--- src/rtl/vga_fb_arbiter_if.sv ---
// vga_fb_arbiter_if: host request/response bus of the framebuffer arbiter.
// The arbiter connects to the slave modport and the host to the master modport.
interface vga_fb_arbiter_if #(
    parameter int DATA_W = 8,
    parameter int ADDR_W = 15
);
    logic              valid;
    logic              ready;
    logic              we;
    logic [ADDR_W-1:0] addr;
    logic [DATA_W-1:0] wdata;
    logic              rvalid;
    logic [DATA_W-1:0] rdata;

    modport master (output valid, we, addr, wdata, input  ready, rvalid, rdata);
    modport slave  (input  valid, we, addr, wdata, output ready, rvalid, rdata);
endinterface

--- src/rtl/vga_fb_arbiter.sv ---
// vga_fb_arbiter: shares a single-port framebuffer RAM between the 4x-scaled VGA fetch path
// and a host port. Define VGA_ARB_HOST_READ_EN to build host read support.
module vga_fb_arbiter #(
    parameter int DATA_W = 8,
    parameter int FB_W   = 160,
    parameter int FB_H   = 120,
    parameter int ADDR_W = 15
) (
    input  logic              clk,
    input  logic              rst,
    input  logic [9:0]        hcount_i,
    input  logic [9:0]        vcount_i,
    input  logic              hsync_i,
    input  logic              vsync_i,
    input  logic              hblank_i,
    input  logic              vblank_i,
    vga_fb_arbiter_if.slave   host_if,
    output logic              mem_en_o,
    output logic              mem_we_o,
    output logic [ADDR_W-1:0] mem_addr_o,
    output logic [DATA_W-1:0] mem_wdata_o,
    input  logic [DATA_W-1:0] mem_rdata_i,
    output logic [DATA_W-1:0] pixel_o,
    output logic              hsync_o,
    output logic              vsync_o,
    output logic              blank_o
);

    typedef enum logic [1:0] {G_NONE, G_DISP, G_HOST} grant_t;

    localparam logic [ADDR_W:0] FB_SIZE = (ADDR_W + 1)'(FB_W * FB_H);

    grant_t            grant_q, grant_d;
    logic              pend_q, pend_d;
    logic              pendWe_q, pendWe_d;
    logic [ADDR_W-1:0] pendAddr_q, pendAddr_d;
    logic [DATA_W-1:0] pendWdata_q, pendWdata_d;
    logic              memEn_q, memEn_d;
    logic              memWe_q, memWe_d;
    logic [ADDR_W-1:0] memAddr_q, memAddr_d;
    logic [DATA_W-1:0] memWdata_q, memWdata_d;
    logic              dispRet_q;
    logic [DATA_W-1:0] pix_q;
    logic [2:0]        hsDly_q, vsDly_q, hbDly_q, vbDly_q;

    logic              dispSlot;
    logic              hostWe;
    logic              inRange;
    logic [ADDR_W-1:0] rowExt, colExt, dispAddr;

    assign dispSlot = !hblank_i && !vblank_i && (hcount_i[1:0] == 2'b00);
    assign rowExt   = ADDR_W'(vcount_i >> 2);
    assign colExt   = ADDR_W'(hcount_i >> 2);
    assign inRange  = ({1'b0, host_if.addr} < FB_SIZE);

    // 160 = 128 + 32, so the row offset needs only two shifts and an add
    if (FB_W == 160) begin : gShiftAdd
        assign dispAddr = (rowExt << 7) + (rowExt << 5) + colExt;
    end else begin : gConstMul
        assign dispAddr = rowExt * ADDR_W'(FB_W) + colExt;
    end

`ifdef VGA_ARB_HOST_READ_EN
    assign hostWe = host_if.we;
`else
    // write-only build: host_we is ignored and every request becomes a write
    assign hostWe = host_if.we | 1'b1;
`endif

    always_comb begin
        grant_d     = G_NONE;
        pend_d      = pend_q;
        pendWe_d    = pendWe_q;
        pendAddr_d  = pendAddr_q;
        pendWdata_d = pendWdata_q;
        memEn_d     = 1'b0;
        memWe_d     = 1'b0;
        memAddr_d   = '0;
        memWdata_d  = '0;

        if (dispSlot) begin
            grant_d = G_DISP;
        end else if (pend_q) begin
            grant_d = G_HOST;
        end

        case (grant_d)
            G_DISP: begin
                memEn_d   = 1'b1;
                memAddr_d = dispAddr;
            end
            G_HOST: begin
                memEn_d    = 1'b1;
                memWe_d    = pendWe_q;
                memAddr_d  = pendAddr_q;
                memWdata_d = pendWdata_q;
                pend_d     = 1'b0;
            end
            default: ;
        endcase

        // out-of-range requests are accepted but never become pending
        if (host_if.valid && !pend_q) begin
            pend_d      = inRange;
            pendWe_d    = hostWe;
            pendAddr_d  = host_if.addr;
            pendWdata_d = host_if.wdata;
        end
    end

    always_ff @(posedge clk) begin
        if (rst) begin
            grant_q     <= G_NONE;
            pend_q      <= 1'b0;
            pendWe_q    <= 1'b0;
            pendAddr_q  <= '0;
            pendWdata_q <= '0;
            memEn_q     <= 1'b0;
            memWe_q     <= 1'b0;
            memAddr_q   <= '0;
            memWdata_q  <= '0;
            dispRet_q   <= 1'b0;
            pix_q       <= '0;
            hsDly_q     <= '1;
            vsDly_q     <= '1;
            hbDly_q     <= '1;
            vbDly_q     <= '1;
        end else begin
            grant_q     <= grant_d;
            pend_q      <= pend_d;
            pendWe_q    <= pendWe_d;
            pendAddr_q  <= pendAddr_d;
            pendWdata_q <= pendWdata_d;
            memEn_q     <= memEn_d;
            memWe_q     <= memWe_d;
            memAddr_q   <= memAddr_d;
            memWdata_q  <= memWdata_d;
            dispRet_q   <= (grant_q == G_DISP);
            if (dispRet_q) begin
                pix_q <= mem_rdata_i;
            end
            hsDly_q <= {hsDly_q[1:0], hsync_i};
            vsDly_q <= {vsDly_q[1:0], vsync_i};
            hbDly_q <= {hbDly_q[1:0], hblank_i};
            vbDly_q <= {vbDly_q[1:0], vblank_i};
        end
    end

`ifdef VGA_ARB_HOST_READ_EN
    // marks the cycle in which RAM data for a host read is on mem_rdata_i
    logic rdRet_q;

    always_ff @(posedge clk) begin
        if (rst) begin
            rdRet_q <= 1'b0;
        end else begin
            rdRet_q <= (grant_q == G_HOST) && !memWe_q;
        end
    end

    assign host_if.rvalid = rdRet_q;
    assign host_if.rdata  = rdRet_q ? mem_rdata_i : '0;
`else
    assign host_if.rvalid = 1'b0;
    assign host_if.rdata  = '0;
`endif

    assign host_if.ready = !pend_q;
    assign mem_en_o      = memEn_q;
    assign mem_we_o      = memWe_q;
    assign mem_addr_o    = memAddr_q;
    assign mem_wdata_o   = memWdata_q;
    assign hsync_o       = hsDly_q[2];
    assign vsync_o       = vsDly_q[2];
    assign blank_o       = hbDly_q[2] | vbDly_q[2];
    assign pixel_o       = blank_o ? '0 : pix_q;

endmodule

--- src/flat_wrapper.sv ---
// flat-port wrapper written by rule: the top's interface ports become plain ports
module vga_fb_arbiter_flat 
#(
    parameter int DATA_W = 8,
    parameter int FB_W   = 160,
    parameter int FB_H   = 120,
    parameter int ADDR_W = 15
)
  (clk, rst, hcount_i, vcount_i, hsync_i, vsync_i, hblank_i, vblank_i, mem_en_o, mem_we_o, mem_addr_o, mem_wdata_o, mem_rdata_i, pixel_o, hsync_o, vsync_o, blank_o, host_if_valid, host_if_we, host_if_addr, host_if_wdata, host_if_ready, host_if_rvalid, host_if_rdata);
  vga_fb_arbiter_if #(.DATA_W(DATA_W), .ADDR_W(ADDR_W)) host_if_i ();
  input  logic clk;
  input  logic rst;
  input  logic [9:0] hcount_i;
  input  logic [9:0] vcount_i;
  input  logic hsync_i;
  input  logic vsync_i;
  input  logic hblank_i;
  input  logic vblank_i;
  output logic mem_en_o;
  output logic mem_we_o;
  output logic [ADDR_W-1:0] mem_addr_o;
  output logic [DATA_W-1:0] mem_wdata_o;
  input  logic [DATA_W-1:0] mem_rdata_i;
  output logic [DATA_W-1:0] pixel_o;
  output logic hsync_o;
  output logic vsync_o;
  output logic blank_o;
  input wire logic [$bits(host_if_i.valid)-1:0] host_if_valid;
  input wire logic [$bits(host_if_i.we)-1:0] host_if_we;
  input wire logic [$bits(host_if_i.addr)-1:0] host_if_addr;
  input wire logic [$bits(host_if_i.wdata)-1:0] host_if_wdata;
  output wire logic [$bits(host_if_i.ready)-1:0] host_if_ready;
  output wire logic [$bits(host_if_i.rvalid)-1:0] host_if_rvalid;
  output wire logic [$bits(host_if_i.rdata)-1:0] host_if_rdata;
  assign host_if_i.valid = host_if_valid;
  assign host_if_i.we = host_if_we;
  assign host_if_i.addr = host_if_addr;
  assign host_if_i.wdata = host_if_wdata;
  assign host_if_ready = host_if_i.ready;
  assign host_if_rvalid = host_if_i.rvalid;
  assign host_if_rdata = host_if_i.rdata;
  vga_fb_arbiter #(.DATA_W(DATA_W), .FB_W(FB_W), .FB_H(FB_H), .ADDR_W(ADDR_W)) u_core (.clk(clk), .rst(rst), .hcount_i(hcount_i), .vcount_i(vcount_i), .hsync_i(hsync_i), .vsync_i(vsync_i), .hblank_i(hblank_i), .vblank_i(vblank_i), .host_if(host_if_i), .mem_en_o(mem_en_o), .mem_we_o(mem_we_o), .mem_addr_o(mem_addr_o), .mem_wdata_o(mem_wdata_o), .mem_rdata_i(mem_rdata_i), .pixel_o(pixel_o), .hsync_o(hsync_o), .vsync_o(vsync_o), .blank_o(blank_o));
endmodule
--- config.mk ---
export PLATFORM = sky130hd
export DESIGN_NAME = vga_fb_arbiter_flat
export DESIGN_NICKNAME = d
export VERILOG_FILES = /design/src/rtl/vga_fb_arbiter_if.sv /design/src/rtl/vga_fb_arbiter.sv /design/src/flat_wrapper.sv
export SDC_FILE = /design/constraint.sdc
export NUM_CORES = 1
export LEC_CHECK = 0
export ABC_AREA = 1
export CORE_UTILIZATION = 50
export CTS_BUF_LIST = sky130_fd_sc_hd__clkbuf_8
export DETAILED_ROUTE_END_ITERATION = 7
export DONT_BUFFER_PORTS = 1
export GPL_ROUTABILITY_DRIVEN = 0
export PLACE_DENSITY = 0.65
export SYNTH_ARGS = -nofsm -noshare
export SYNTH_HDL_FRONTEND = slang
export SYNTH_SLANG_ARGS = --single-unit
--- constraint.sdc ---
create_clock -name clk -period 2 [get_ports clk]
set_input_delay 0 -clock clk [delete_from_list [all_inputs] [get_ports clk]]
set_output_delay 0 -clock clk [all_outputs]
set_load 0.05 [all_outputs]
==> metrics.txt <==
sequential area share after synthesis=49.0%; count leader, synth=dfxtp_1; share of the core filled with cells in the final layout=65.2%; hold_sp=vcount_i[3]; Pre-Repair DR Iteration Count=4; Reg clk slew, reported paths=0.07 ns; worst max-slew margin expressed relative to the limit=60.2%; post-synthesis mux area share=0%; worst min-delay path class=input pin to flop; simple-gate portion of the synthesized area=about 20%; largest net degree at the start of global routing=35; max frequency=610 MHz; Gates resized, CTS repair=0; Mapped Cells=368; depth of the most critical reg-to-reg path=7; ys flop type=dfxtp_1; synth cell count leaders=dfxtp_1 (73), nand2_1 (63), inv_1 (48), nor2_1 (46), o21ai_0 (32); Die Width=slightly below 80 um; global-route wire length before repair=10400 um; R2R Path Start=u_core.pend_q$_SDFFE_PP0P_; Synth Area in Adders=roughly 7.6%; Post-synth EDFFs=0; antenna violations before repair=0; height of the chip=79.2 um; average routed wire per standard cell=between 10 and 15 um; starting density of the core=about 53%; Post-Synth XOR/XNOR Area=0.294%; hold path cells=4; total number of clock tree sinks=73; placed cell areas=roughly 3000 sq um; actual transition at the worst max-transition pin=0.596 ns; number of DRC markers after the initial detailed-route iteration=63; critical path's top delay family=adder cells; internal power contribution=between 0.002 and 0.0025 W; Power Dens Cells=855 nW/um^2; final cell area excluding filler cells=3680 sq um; signed area change from the synthesized netlist to the final layout=23.5%; fraction of post-synthesis cell area in the top cell type by area=49.0%; via count of the first global-routing pass=2367; sort of element at the start of the critical path=input pin; number of distinct standard cells referenced by the synthesized netlist=27; worst skew pair latency=between 0.3 and 0.4 ns; final worst path period need=1.64 ns; routed wire length=6380 um; Worst EP required=2.23 ns; largest vdd supply drop=0.606 mV; number of buffers inserted by port buffering=0; CP Max Fanout=4; count of inserted antenna diode cells=0; Avg Vias per Cell=4.83; Total Die Area=6270 sq um; register-to-register path setup slack=0.37 ns; number of hold-slack violations in the final timing report=0; count of buffer and inverter cells on the critical path=3; io pins=105; most numerous cell on the critical path=nand2_1; synth warn=0; synthesized cell area=2980 sq um; clock tree from TritonCTS=yes; global-route total usage across every layer=a little over a fifth; GRT overflow=0; Yosys reg bits=73; DRC Markers=0; period utilisation layout=81.9%; standby leakage power=between 1.5 and 2 nW; placeable core region=5640 sq um; total negative slack=0 ns; setup repair after global routing missed its margin=false; fraction of the mapped netlist area in compound gates=10.8%; fraction of final layout cells sized beyond drive strength 1=10.8%; async set-reset flop share out of synthesis=0%; CTS root buffer=clkbuf_8; Std-Cell Rows=27; status=completed; number of CTS-inserted buffers=9; total half-perimeter wirelength after legalization and detailed placement=4080 um; vias after detailed routing=2402; Critical Path End Type=flop; Logic pwr share=12.9%; CP cell instances=dlygate4sd3_1, ha_1, ha_1, inv_1, fa_1, inv_1, nand2_1, nand2_1, nand3_1, nand2_1, nand2_1, nand3_1, nand2_1; path type of the worst setup path=input pin to flop; CP max stage delay=0.53 ns; switching part of the total power=27.1%; slowest cell on the critical path=dlygate4sd3_1; cell type contributing the most total cell area after synthesis=dfxtp_1; maximum clock skew at final layout=around 0.0066 ns; Reg power frac=between 50% and 60%; largest family of logic cells by synthesized area=simple AND/OR/NAND/NOR gates; number of nets in the layout=496; power spent charging and discharging nets=0.000852 W; mean cell area of the mapped netlist=between 8 and 9 sq um; max-slew violation count=0; max-cap violations=0; hold endpoint=u_core.mem_addr_o[6]$_SDFF_PP0_; Setup violations, final=0; number of buffers between clock root and the deepest sink=2; antenna violation net count after detailed routing=0; H-tree depth=3; arrival time at the worst endpoint=1.87 ns; RR Endpoint=u_core.pend_q$_SDFFE_PP0P_; clock network fraction of total power=36.6%; leading cell types by total area after synthesis=dfxtp_1 (49%), nand2_1 (7.9%), ha_1 (6.3%), inv_1 (6.0%), nor2_1 (5.8%)
[placed cells by master, fill, tap and decap left out, types with 9 or more instances in the layout]
master,synthesis,final
dlygate4sd3_1,0,46
nand3_1,12,12
inv_1,48,48
a21oi_1,26,26
nor2_1,46,46
dfxtp_1,73,73
ha_1,15,15
or2_2,12,12
o21ai_0,32,32
clkbuf_8,0,10
conb_1,1,9
nand2_1,63,63
buf_4,11,9
[cell type report]
class | instances | area, sq um
Clock buffer | 10 | 138
Clock inverter | 6 | 66.3
Fill cell | 477 | 1960
Inverter | 51 | 194
Multi-Input combinational cell | 230 | 1200
Sequential cell | 73 | 1460
Tap cell | 72 | 90.1
Timing Repair Buffer | 55 | 528
[worst reg2reg max path: cells and delay by family, from the launching register on]
kind / cells / cell delay (ns)
and+or+nand+nor: 4 / 0.38
AOI/OAI and AO/OA: 1 / 0.14
buffers and inverters: 2 / 0.70
DFF: 1 / 0.35
[state kept, by name, indices dropped and copies added, names as in the netlist, 3 cells and up]
name and cells:
u_core.hbDly_q 3, u_core.hsDly_q 3, u_core.mem_addr_o 15, u_core.mem_wdata_o 8
u_core.pendAddr_q 15, u_core.pendWdata_q 8, u_core.pix_q 8, u_core.vbDly_q 3
u_core.vsDly_q 3
[power groups by stage]
stage          combinational [W]  clock (W)  sequential (W)
6_report                0.000406    0.00115         0.00159
5_1_grt                 0.000459    0.00125         0.00160
4_1_cts                 0.000403    0.00118         0.00159
3_5_place_dp            0.000323          0         0.00162
3_3_place_gp            0.000311          0         0.00162
2_1_floorplan           0.000296          0         0.00161
[worst max-delay path by stage]
stage	slack (ns)	to	cells past startpoint	startpoint
floorplan	0.30	pixel_o[0]	3	u_core.vbDly_q[2]$_SDFF_PP1_
global placement	0.30	u_core.mem_addr_o[14]$_SDFF_PP0_	11	hcount_i[9]
detailed placement	0.24	u_core.mem_addr_o[14]$_SDFF_PP0_	11	hcount_i[9]
CTS	0.35	u_core.pend_q$_SDFFE_PP0P_	7	u_core.pend_q$_SDFFE_PP0P_
global route	0.18	u_core.pend_q$_SDFFE_PP0P_	7	u_core.pend_q$_SDFFE_PP0P_
finish	0.36	u_core.mem_addr_o[14]$_SDFF_PP0_	13	vcount_i[2]
[per-stage QoR]
stage,setup slack (ns),power [W],hold slack [ns],cells
after floorplan,0.305,0.00191,0.104,376
after global placement,0.303,0.00193,0.0714,435
after detailed placement,0.245,0.00194,0.0781,435
after CTS,0.345,0.00317,0.00111,497
after global routing,0.184,0.00330,0.0446,497
final,0.361,0.00315,0.0175,497
[per-layer routing]
layer | vias to the layer above | wire (um) | track usage (%)
met5 | - | 0 | 0
met4 | 0 | 142 | 10.5
met3 | 14 | 355 | 6.78
met1 | 1083 | 2590 | 22.4
li1 | 1231 | - | -
met2 | 74 | 3290 | 40.1
[logic make-up after synthesis]
group                    count (synthesis)
buffers and inverters                   73
adder cells (fa/ha/maj)                 17
XOR/XNOR                                 1
other                                    1
AO/OA/AOI/OAI                           63
flip-flops                              73
AND/OR/NAND/NOR                        140
[timing repair]
action                    4_1_cts  5_1_grt
setup buffers                   0        0
hold buffers                   46        0
hold endpoints to repair       62        0
(Power assumes the default switching activity.)
